File: src/rtl/spi_byte_bridge.sv
// Byte bridge between a host and an SPI master: TX FIFO -> one-in-flight issue FSM -> RX FIFO.
// Issue one cycle after a write when idle; issue waits for a free RX slot; writes to a full TX FIFO are dropped.

module spi_byte_bridge_fifo #(
  parameter int DEPTH = 8,
  parameter int AW    = $clog2(DEPTH)
) (
  input  logic          i_clk,
  input  logic          i_reset_n,
  input  logic          i_wr_en,
  input  logic [7:0]    i_wr_data,
  input  logic          i_rd_en,
  output logic [7:0]    o_rd_data,
  output logic [AW:0]   o_count,
  output logic          o_full,
  output logic          o_empty
);
  localparam logic [AW:0] LP_DEPTH = (AW+1)'(DEPTH);

  logic [7:0]    r_mem [DEPTH];
  logic [AW-1:0] r_wr_ptr;
  logic [AW-1:0] r_rd_ptr;
  logic [AW:0]   r_count;
  logic          w_wr_ok;
  logic          w_rd_ok;

  // Flags come only from the registered count, never from the request inputs.
  assign o_full    = (r_count == LP_DEPTH);
  assign o_empty   = (r_count == '0);
  assign o_count   = r_count;
  assign o_rd_data = r_mem[r_rd_ptr];
  assign w_wr_ok   = i_wr_en && !o_full;
  assign w_rd_ok   = i_rd_en && !o_empty;

  always_ff @(posedge i_clk or negedge i_reset_n) begin
    if (!i_reset_n) begin
      for (int i = 0; i < DEPTH; i++) r_mem[i] <= '0;
      r_wr_ptr <= '0;
      r_rd_ptr <= '0;
      r_count  <= '0;
    end else begin
      if (w_wr_ok) begin
        r_mem[r_wr_ptr] <= i_wr_data;
        r_wr_ptr        <= r_wr_ptr + 1'b1;
      end
      if (w_rd_ok) r_rd_ptr <= r_rd_ptr + 1'b1;
      if (w_wr_ok && !w_rd_ok)      r_count <= r_count + 1'b1;
      else if (!w_wr_ok && w_rd_ok) r_count <= r_count - 1'b1;
    end
  end
endmodule

module spi_byte_bridge #(
  parameter int DEPTH = 8,
  parameter int AW    = $clog2(DEPTH)
) (
  input  logic          i_clk,
  input  logic          i_reset_n,
  input  logic [7:0]    i_wr_data,
  input  logic          i_wr_en,
  output logic          o_tx_full,
  output logic [AW:0]   o_tx_count,
  output logic [7:0]    o_rd_data,
  input  logic          i_rd_en,
  output logic          o_rx_empty,
  output logic [AW:0]   o_rx_count,
  output logic [7:0]    o_TX_Byte,
  output logic          o_TX_DV,
  input  logic          i_TX_Ready,
  input  logic          i_RX_DV,
  input  logic [7:0]    i_RX_Byte,
  output logic          o_busy,
  output logic          o_rx_err,
  input  logic          i_clr_err
);
  typedef enum logic [1:0] {IDLE, ISSUE, WAIT_RX} state_t;

  state_t     r_state;
  state_t     w_next;
  logic       r_tx_dv;
  logic [7:0] r_tx_byte;
  logic       r_rx_err;
  logic       w_issue;
  logic       w_rx_push;
  logic       w_err_set;
  logic       w_tx_empty;
  logic       w_rx_full;
  logic [7:0] w_tx_head;

  spi_byte_bridge_fifo #(.DEPTH(DEPTH), .AW(AW)) u_tx_fifo (
    .i_clk     (i_clk),
    .i_reset_n (i_reset_n),
    .i_wr_en   (i_wr_en),
    .i_wr_data (i_wr_data),
    .i_rd_en   (w_issue),
    .o_rd_data (w_tx_head),
    .o_count   (o_tx_count),
    .o_full    (o_tx_full),
    .o_empty   (w_tx_empty)
  );

  spi_byte_bridge_fifo #(.DEPTH(DEPTH), .AW(AW)) u_rx_fifo (
    .i_clk     (i_clk),
    .i_reset_n (i_reset_n),
    .i_wr_en   (w_rx_push),
    .i_wr_data (i_RX_Byte),
    .i_rd_en   (i_rd_en),
    .o_rd_data (o_rd_data),
    .o_count   (o_rx_count),
    .o_full    (w_rx_full),
    .o_empty   (o_rx_empty)
  );

  // Issue only with a free RX slot, so the reply push can never be refused.
  always_comb begin
    w_next    = r_state;
    w_issue   = 1'b0;
    w_rx_push = 1'b0;
    w_err_set = 1'b0;
    case (r_state)
      IDLE: begin
        w_err_set = i_RX_DV;
        if (!w_tx_empty && i_TX_Ready && !w_rx_full) begin
          w_issue = 1'b1;
          w_next  = ISSUE;
        end
      end
      ISSUE: begin
        w_err_set = i_RX_DV;
        w_next    = WAIT_RX;
      end
      WAIT_RX: begin
        if (i_RX_DV) begin
          w_rx_push = 1'b1;
          w_next    = IDLE;
        end
      end
      default: w_next = IDLE;
    endcase
  end

  always_ff @(posedge i_clk or negedge i_reset_n) begin
    if (!i_reset_n) begin
      r_state   <= IDLE;
      r_tx_dv   <= 1'b0;
      r_tx_byte <= 8'h00;
      r_rx_err  <= 1'b0;
    end else begin
      r_state <= w_next;
      r_tx_dv <= w_issue;
      if (w_issue) r_tx_byte <= w_tx_head;
      if (w_err_set)      r_rx_err <= 1'b1;
      else if (i_clr_err) r_rx_err <= 1'b0;
    end
  end

  assign o_TX_DV   = r_tx_dv;
  assign o_TX_Byte = r_tx_byte;
  assign o_busy    = (r_state != IDLE);
  assign o_rx_err  = r_rx_err;
endmodule

File: config.mk
export PLATFORM = sky130hd
export DESIGN_NAME = spi_byte_bridge
export DESIGN_NICKNAME = d
export VERILOG_FILES = /design/src/rtl/spi_byte_bridge.sv
export SDC_FILE = /design/constraint.sdc
export NUM_CORES = 1
export LEC_CHECK = 0
export BUFFER_PORTS_ARGS = -buffer_cell sky130_fd_sc_hd__buf_2
export CORE_MARGIN = 5
export CORE_UTILIZATION = 42
export CTS_BUF_LIST = sky130_fd_sc_hd__clkbuf_8
export CTS_CLUSTER_DIAMETER = 50
export DETAILED_ROUTE_END_ITERATION = 12
export PLACE_DENSITY = 0.72
export SYNTH_ARGS = -nofsm -noshare
export SYNTH_HDL_FRONTEND = slang
export SYNTH_HIERARCHICAL = 1
export SYNTH_SLANG_ARGS = --single-unit
File: constraint.sdc
create_clock -name i_clk -period 2.75 [get_ports i_clk]
set_input_delay 0.55 -clock i_clk [delete_from_list [all_inputs] [get_ports i_clk]]
set_output_delay 0.55 -clock i_clk [all_outputs]
set_load 0.005 [all_outputs]
Yosys cells after proc, flatten, opt, wreduce, memory -nomap -nowiden

Cells that the tools add are included.

Output and inout bits: 29
Bits in registers: 160
Input bits: 23
Logic and storage cells: 105

$add $sub $neg: 8
Magnitude comparators: 6
Reduce and logical (&&, ||, !) cells: 29
Multiplexer cells: 26
Bitwise gates (word level): 4
Equal/unequal tests: 6

Operators by type and width:

| operator            | count |
|---|---|
| $bwmux 64           | 2 |
| $bmux 8 s3          | 2 |
| $demux 8 s3         | 2 |
| $mux 8              | 6 |
| $ge 4x4->1 const B  | 4 |
| $mux 4              | 4 |
| $not 3->4           | 4 |
| $add 3x1->3 const B | 4 |
| $logic_and 1x1->1   | 12 |
| $add 4x1->4 const B | 2 |
| $eq 4x4->1 const B  | 2 |
| $logic_not 1->1     | 8 |
| $logic_not 4->1     | 2 |
| $lt 4x1->1 const B  | 2 |
| $reduce_bool 2->1   | 4 |
| $sub 4x1->4 const B | 2 |
| $mux 1              | 7 |
| $pmux 2 s3          | 1 |
| $mux 2              | 2 |
| $ne 2x2->1 const B  | 2 |
| $eq 2x1->1 const B  | 1 |
| $eq 2x2->1 const B  | 1 |
| $logic_not 2->1     | 1 |
| $reduce_and 2->1    | 1 |
| $reduce_or 2->1     | 1 |

Logic depth before layout (Yosys ltp)

Depth after elaboration: 10
Gate-level depth with buffers: 11

By module

Netlist, hierarchy kept.

Modules (own cells, without submodules):

| module               | seq. area each (um^2) | times used | area each (um^2) | cells an instance |
|---|---|---|---|---|
| spi_byte_bridge_fifo | 1851.8                | 2          | 3554.7           | 223 |
| spi_byte_bridge      | 300.3                 | 1          | 467.9            | 29 |

Worst setup path before layout

Ideal clock, no wire load.

Kind: register -> register
Start point: register u_rx_fifo.r_count[0], in the netlist u_rx_fifo/o_count[0]
End point: register u_tx_fifo.r_count[3], in the netlist u_tx_fifo/o_count[3]
Period minus slack after synthesis: 3070 ps
Path buffers: 1
Slack: -320 ps
Arrival time: 2939 ps
Data required time: 2619 ps
Cell stages (with the launch flop): 12
Cell sequence: dfrtp_1 or4b_1 buf_6 inv_8 nor4b_4 o41ai_1 ha_1 inv_1 ha_1 or4_1 o211ai_1 o211ai_1

Cells in the longest elaborated chain, start to end: 9

Ends and longest elaborated chain:

| item                                        | line | RTL |
|---|---|---|
| from (decl)                                 | 23   | `logic [AW:0] r_count;` |
| from (signal assigned)                      | 47   | `if (w_wr_ok && !w_rd_ok) r_count <= r_count + 1'b1;` |
| from (signal assigned)                      | 48   | `else if (!w_wr_ok && w_rd_ok) r_count <= r_count - 1'b1;` |
| $eq 4x4->1 (*)                              | 28   | `assign o_full = (r_count == LP_DEPTH);` |
| via w_rx_full                               | 87   | `logic w_rx_full;` |
| $logic_not 1->1 (*)                         | 123  | `if (!w_tx_empty && i_TX_Ready && !w_rx_full) begin` |
| $logic_and 1x1->1 (*)                       | 123  |  |
| $mux 1 (*)                                  | 123  |  |
| $mux 1 (*)                                  | 120  | `case (r_state)` |
| via w_issue                                 | 83   | `logic w_issue;` |
| $logic_and 1x1->1 (*)                       | 33   | `assign w_rd_ok = i_rd_en && !o_empty;` |
| $logic_not 1->1                             | 47   |  |
| $logic_and 1x1->1                           | 47   |  |
| $mux 4 or $reduce_bool 2->1 (tied branches) | n/a  |  |
| to (signal assigned)                        | 47   |  |
| to (signal assigned)                        | 48   |  |
| to (decl)                                   | 23   |  |

Mark *: on every way through the listed nets, which the timed path passes. The rest lies on a longest branch.
A chain may end at the register's enable or synchronous reset.

Worst setup path in the final report

Start point: register u_rx_fifo.r_count[2], in the netlist u_rx_fifo/o_count[2]
End point: register u_rx_fifo.r_count[3], in the netlist u_rx_fifo/o_count[3]

Cells in the longest elaborated chain, start to end: 6

Ends and longest elaborated chain:

| item                               | line | RTL |
|---|---|---|
| $eq 4x4->1 (*)                     | 28   |  |
| $logic_not 1->1 (*)                | 32   | `assign w_wr_ok = i_wr_en && !o_full;` |
| $logic_and 1x1->1 (*)              | 32   |  |
| via u_rx_fifo.w_wr_ok              | 24   | `logic w_wr_ok;` |
| $logic_not 1->1                    | 48   |  |
| $logic_and 1x1->1                  | 48   |  |
| $reduce_bool 2->1 (no source line) | n/a  |  |

Mark *: on every way through the listed nets, which the timed path passes. The rest lies on a longest branch. The select of a mux whose other input is x is not followed.

==> metrics.md <==
| Metric | Value |
|---|---|
| Routability cong. | `0.7984` |
| Tcrit/Tclk final | `0.9569` |
| Share of layout cells above drive strength 1 | `0.5848` |
| Post-Syn Instances | `475` |
| Startpoint Class | `flip-flop` |
| Detail Route Antenna Nets | `0` |
| Hold Buf Count CTS | `0` |
| Crit path cell chain | `or4b_4 > buf_4 > nand2_1 > inv_1 > ha_1 > inv_1 > buf_4 > ha_1 > a21oi_2 > mux2i_1 > o211ai_1` |
| Syn nets | `510` |
| Worst Max-Slew Pin Slew | `approximately 920 ps` |
| Layout Utilization | `0.4900` |
| Data arrival, critical path | `between 2000 and 3000 ps` |
| Die Wd | `about 140 um` |
| Placement row count | `just under 50` |
| Vias in the first global route | `4,792` |
| Buf+Inv Stages, Crit Path | `4` |
| Worst setup margin | `118.4 ps` |
| Fin cells | `807` |
| Number of synthesized flops with an enable pin | `0` |
| Flops & latches, synth | `160` |
| Pre-CTS WS | `about 37 ps` |
| Placed wire-length estimate | `about 11,000 um` |
| Full die area | `20,830 um^2` |
| H-tree depth | `4` |
| Register area share after synthesis | `0.5284` |
| Setup-violating endpoint count in the final report | `0` |
| Max rail drop VDD | `~600 uV` |
| Final Hold Fails | `0` |
| Ys async rst share | `1.000` |
| Syn_area_per_cell | `15.95 um^2` |
| CTS clock-pin slew for the worst setup and hold paths | `approximately 90 ps` |
| Clock skew | `about 12 ps` |
| Post-CTS Setup Bufs | `0` |
| Initial Utilization | `0.4247` |
| CTS resizes | `0` |
| Crit path largest cell delay | `slightly below 600 ps` |
| Yosys warns | `6` |
| Fin crit period | `around 2600 ps` |
| Antenna violations before repair | `1` |
| Layout area overhead | `15.37%` |
| Power density cells | `1153 nW/um^2` |
| Hold Crit Class | `primary input to async pin` |
| Iter 0 DRT Violations | `around 210` |
| Global route hottest layer | `met2` |
| Most used DFF post-synth | `dfrtp_1` |
| Die height | `between 100 and 150 um` |
| DRC | `0` |
| CTS Buf Count | `17` |
| Worst setup EP type | `flip-flop` |
| Cell Count Post-Placement | `around 780` |
| Post-synthesis cell area | `between 7000 and 8000 um^2` |
| Total Wirelength | `around 16,000 um` |
| Clock sinks | `160` |
| First-pass GRT wire length | `26,090 um` |
| Outcome | `complete, no violations` |
| GRT Residual Overflow | `0` |
| IO Pins | `between 50 and 60` |
| Slew Limit Fails | `0` |
| CORE AREA | `17,840 um^2` |
| Detailed-route via count | `4,387` |
| Total track usage | `0.1644` |
| CP Max Fanout | `5` |
| Vias per Instance | `roughly 5.4` |
| Clock Tree Buf Depth | `2` |
| Max-slew headroom | `0.3887` |
| Area leader, netlist | `dfrtp_1` |
| Met3 Use GR | `0.04464` |
| Pre-Repair DR Iteration Count | `4` |
| GR Util met1 | `0.1984` |
| Fmax | `380.0 MHz` |
| Largest net degree at the start of global routing | `65` |
| Leak pwr | `3.863 nW` |
| Top post-synthesis cells by area | `dfrtp_1, mux2_2, mux4_2` |
| Wire length per cell | `~20 um` |
| Post-synth cell types | `approximately 40` |
| # diodes | `0` |
| Nets | `600` |
| PortBufs | `51` |
| Clk_lat worst skew | `approximately 450 ps` |
| Max Cap Viol | `0` |
| Met2 GRT Util | `0.2946` |
| CP delay by family, top | `simple AND/OR/NAND/NOR gates` |
| Root Driver | `clkbuf_8` |
| Kind of critical path | `flip-flop to flip-flop` |
| Worst Path Required | `slightly above 3000 ps` |
| Critical path's slowest cell | `or4b_4` |
| TritonCTS clock tree | `built` |
| Top-area cell type share of the netlist area | `0.5284` |
## worst reg2reg max path, delay by kind of cell, from the launching register on
family | cells | cell delay, ps
and+or+nand+nor | 2 | 670
muxes | 1 | 240
AOI/OAI and AO/OA | 2 | 320
adders and majority gates | 2 | 470
DFF | 1 | 390
buffers and inverters | 4 | 440
## flip-flops by register name, summed over array words and instances (netlist names)
signal              count
u_rx_fifo/r_wr_ptr      3
u_tx_fifo/o_count       4
u_tx_fifo/r_wr_ptr      3
u_rx_fifo/r_mem        64
r_state                 2
o_rx_err                1
u_tx_fifo/r_mem        64
u_rx_fifo/o_count       4
u_rx_fifo/r_rd_ptr      3
u_tx_fifo/r_rd_ptr      3
o_TX_DV                 1
o_TX_Byte               8
## metrics by stage
stage | hold WS [ps] | TNS [ps] | area (um^2) | power (W)
after floorplan | 254.4 | -129.4 | 7612 | 0.007140
final | 75.50 | 0 | 8742 | 0.01008
after global routing | 87.14 | -27.84 | 8742 | 0.01077
after CTS | 68.21 | 0 | 8723 | 0.01018
after global placement | 464.1 | 0 | 8353 | 0.008210
after detailed placement | 474.6 | 0 | 8353 | 0.008510
## power breakdown
group,internal [W],switching [W]
Clock,0.000722,0.000920
Combinational,0.00257,0.00170
Sequential,0.00341,0.000767
Total,0.00669,0.00339
## worst paths after layout
| kind | startpoint | end | slack (ps) | depth (start not counted) |
|---|---|---|---|---|
| min reg2reg | u_tx_fifo/r_mem[6] | u_tx_fifo/r_mem[6] | 490 | 1 |
| max in group asynchronous | i_reset_n | u_tx_fifo/r_mem[45] | 1700 | 2 |
| max | u_rx_fifo/o_count[2] | u_rx_fifo/o_count[3] | 120 | 11 |
| min | i_reset_n | u_rx_fifo/r_mem[16] | 80 | 1 |
| max reg2reg | u_rx_fifo/o_count[2] | u_rx_fifo/o_count[3] | 120 | 11 |
| min in group i_clk | i_clr_err | o_rx_err | 290 | 2 |
## synthesized netlist by cell type (3+ instances only)
library cell and count:
nand4b_2 4, a21oi_1 4, inv_1 8, dfrtp_1 160, nor2_1 5, ha_1 10, mux2_2 157, xnor2_1 10
nand2_1 10, o211ai_1 4, buf_2 5, mux4_2 32, nor4b_4 5, nand3_1 6, clkbuf_1 6, clkbuf_2 3
## logic make-up (layout without fill, tap and decap cells)
| family | count (synthesis) | count (layout) | share of synthesized area |
|---|---|---|---|
| mux | 193 | 193 | 0.3340 |
| flops | 160 | 160 | 0.5284 |
| simple gates | 55 | 55 | 0.06869 |
| buf+inv | 28 | 131 | 0.01915 |
| compound gates | 15 | 15 | 0.01404 |
| fa+ha+maj | 12 | 12 | 0.02180 |
| xor+xnor | 12 | 12 | 0.01387 |
## cells in the final DEF (no fill, tap or decap), drive strengths merged, types with 2 or more instances in the layout
cell and count:
dfrtp 160, mux2 159, buf 89, mux4 32
clkbuf 17, inv 13, nand2 10, xnor2 10
ha 10, nand3 8, clkinv 7, nor4b 6
nor2 5, clkinvlp 4, nand4b 4, o211ai 4
a21oi 4, nor4 4, nor3 4, nor3b 3
o21ai 2, nor2b 2, xor2 2, nand3b 2
or3 2, mux2i 2, or4 2, a2111o 2
fa 2, or4b 2, o41ai 2
## layer usage
layer | part of all wire | wire length, um
met2 | 0.54 | 8676
met1 | 0.40 | 6465
met4 | 0.012 | 190
met3 | 0.040 | 646
met5 | 0.00044 | 7
## layout make-up
cell class | count | area, um^2
fill | 1521 | 9099
sequential | 160 | 4005
multi-input combinational | 287 | 3477
timing repair buffer | 89 | 550.5
tap | 229 | 286.5
clock buffer | 17 | 234.0
clock inverter | 15 | 136.4
inverter | 10 | 52.55
Note: power is estimated with default switching activity, not from simulation.
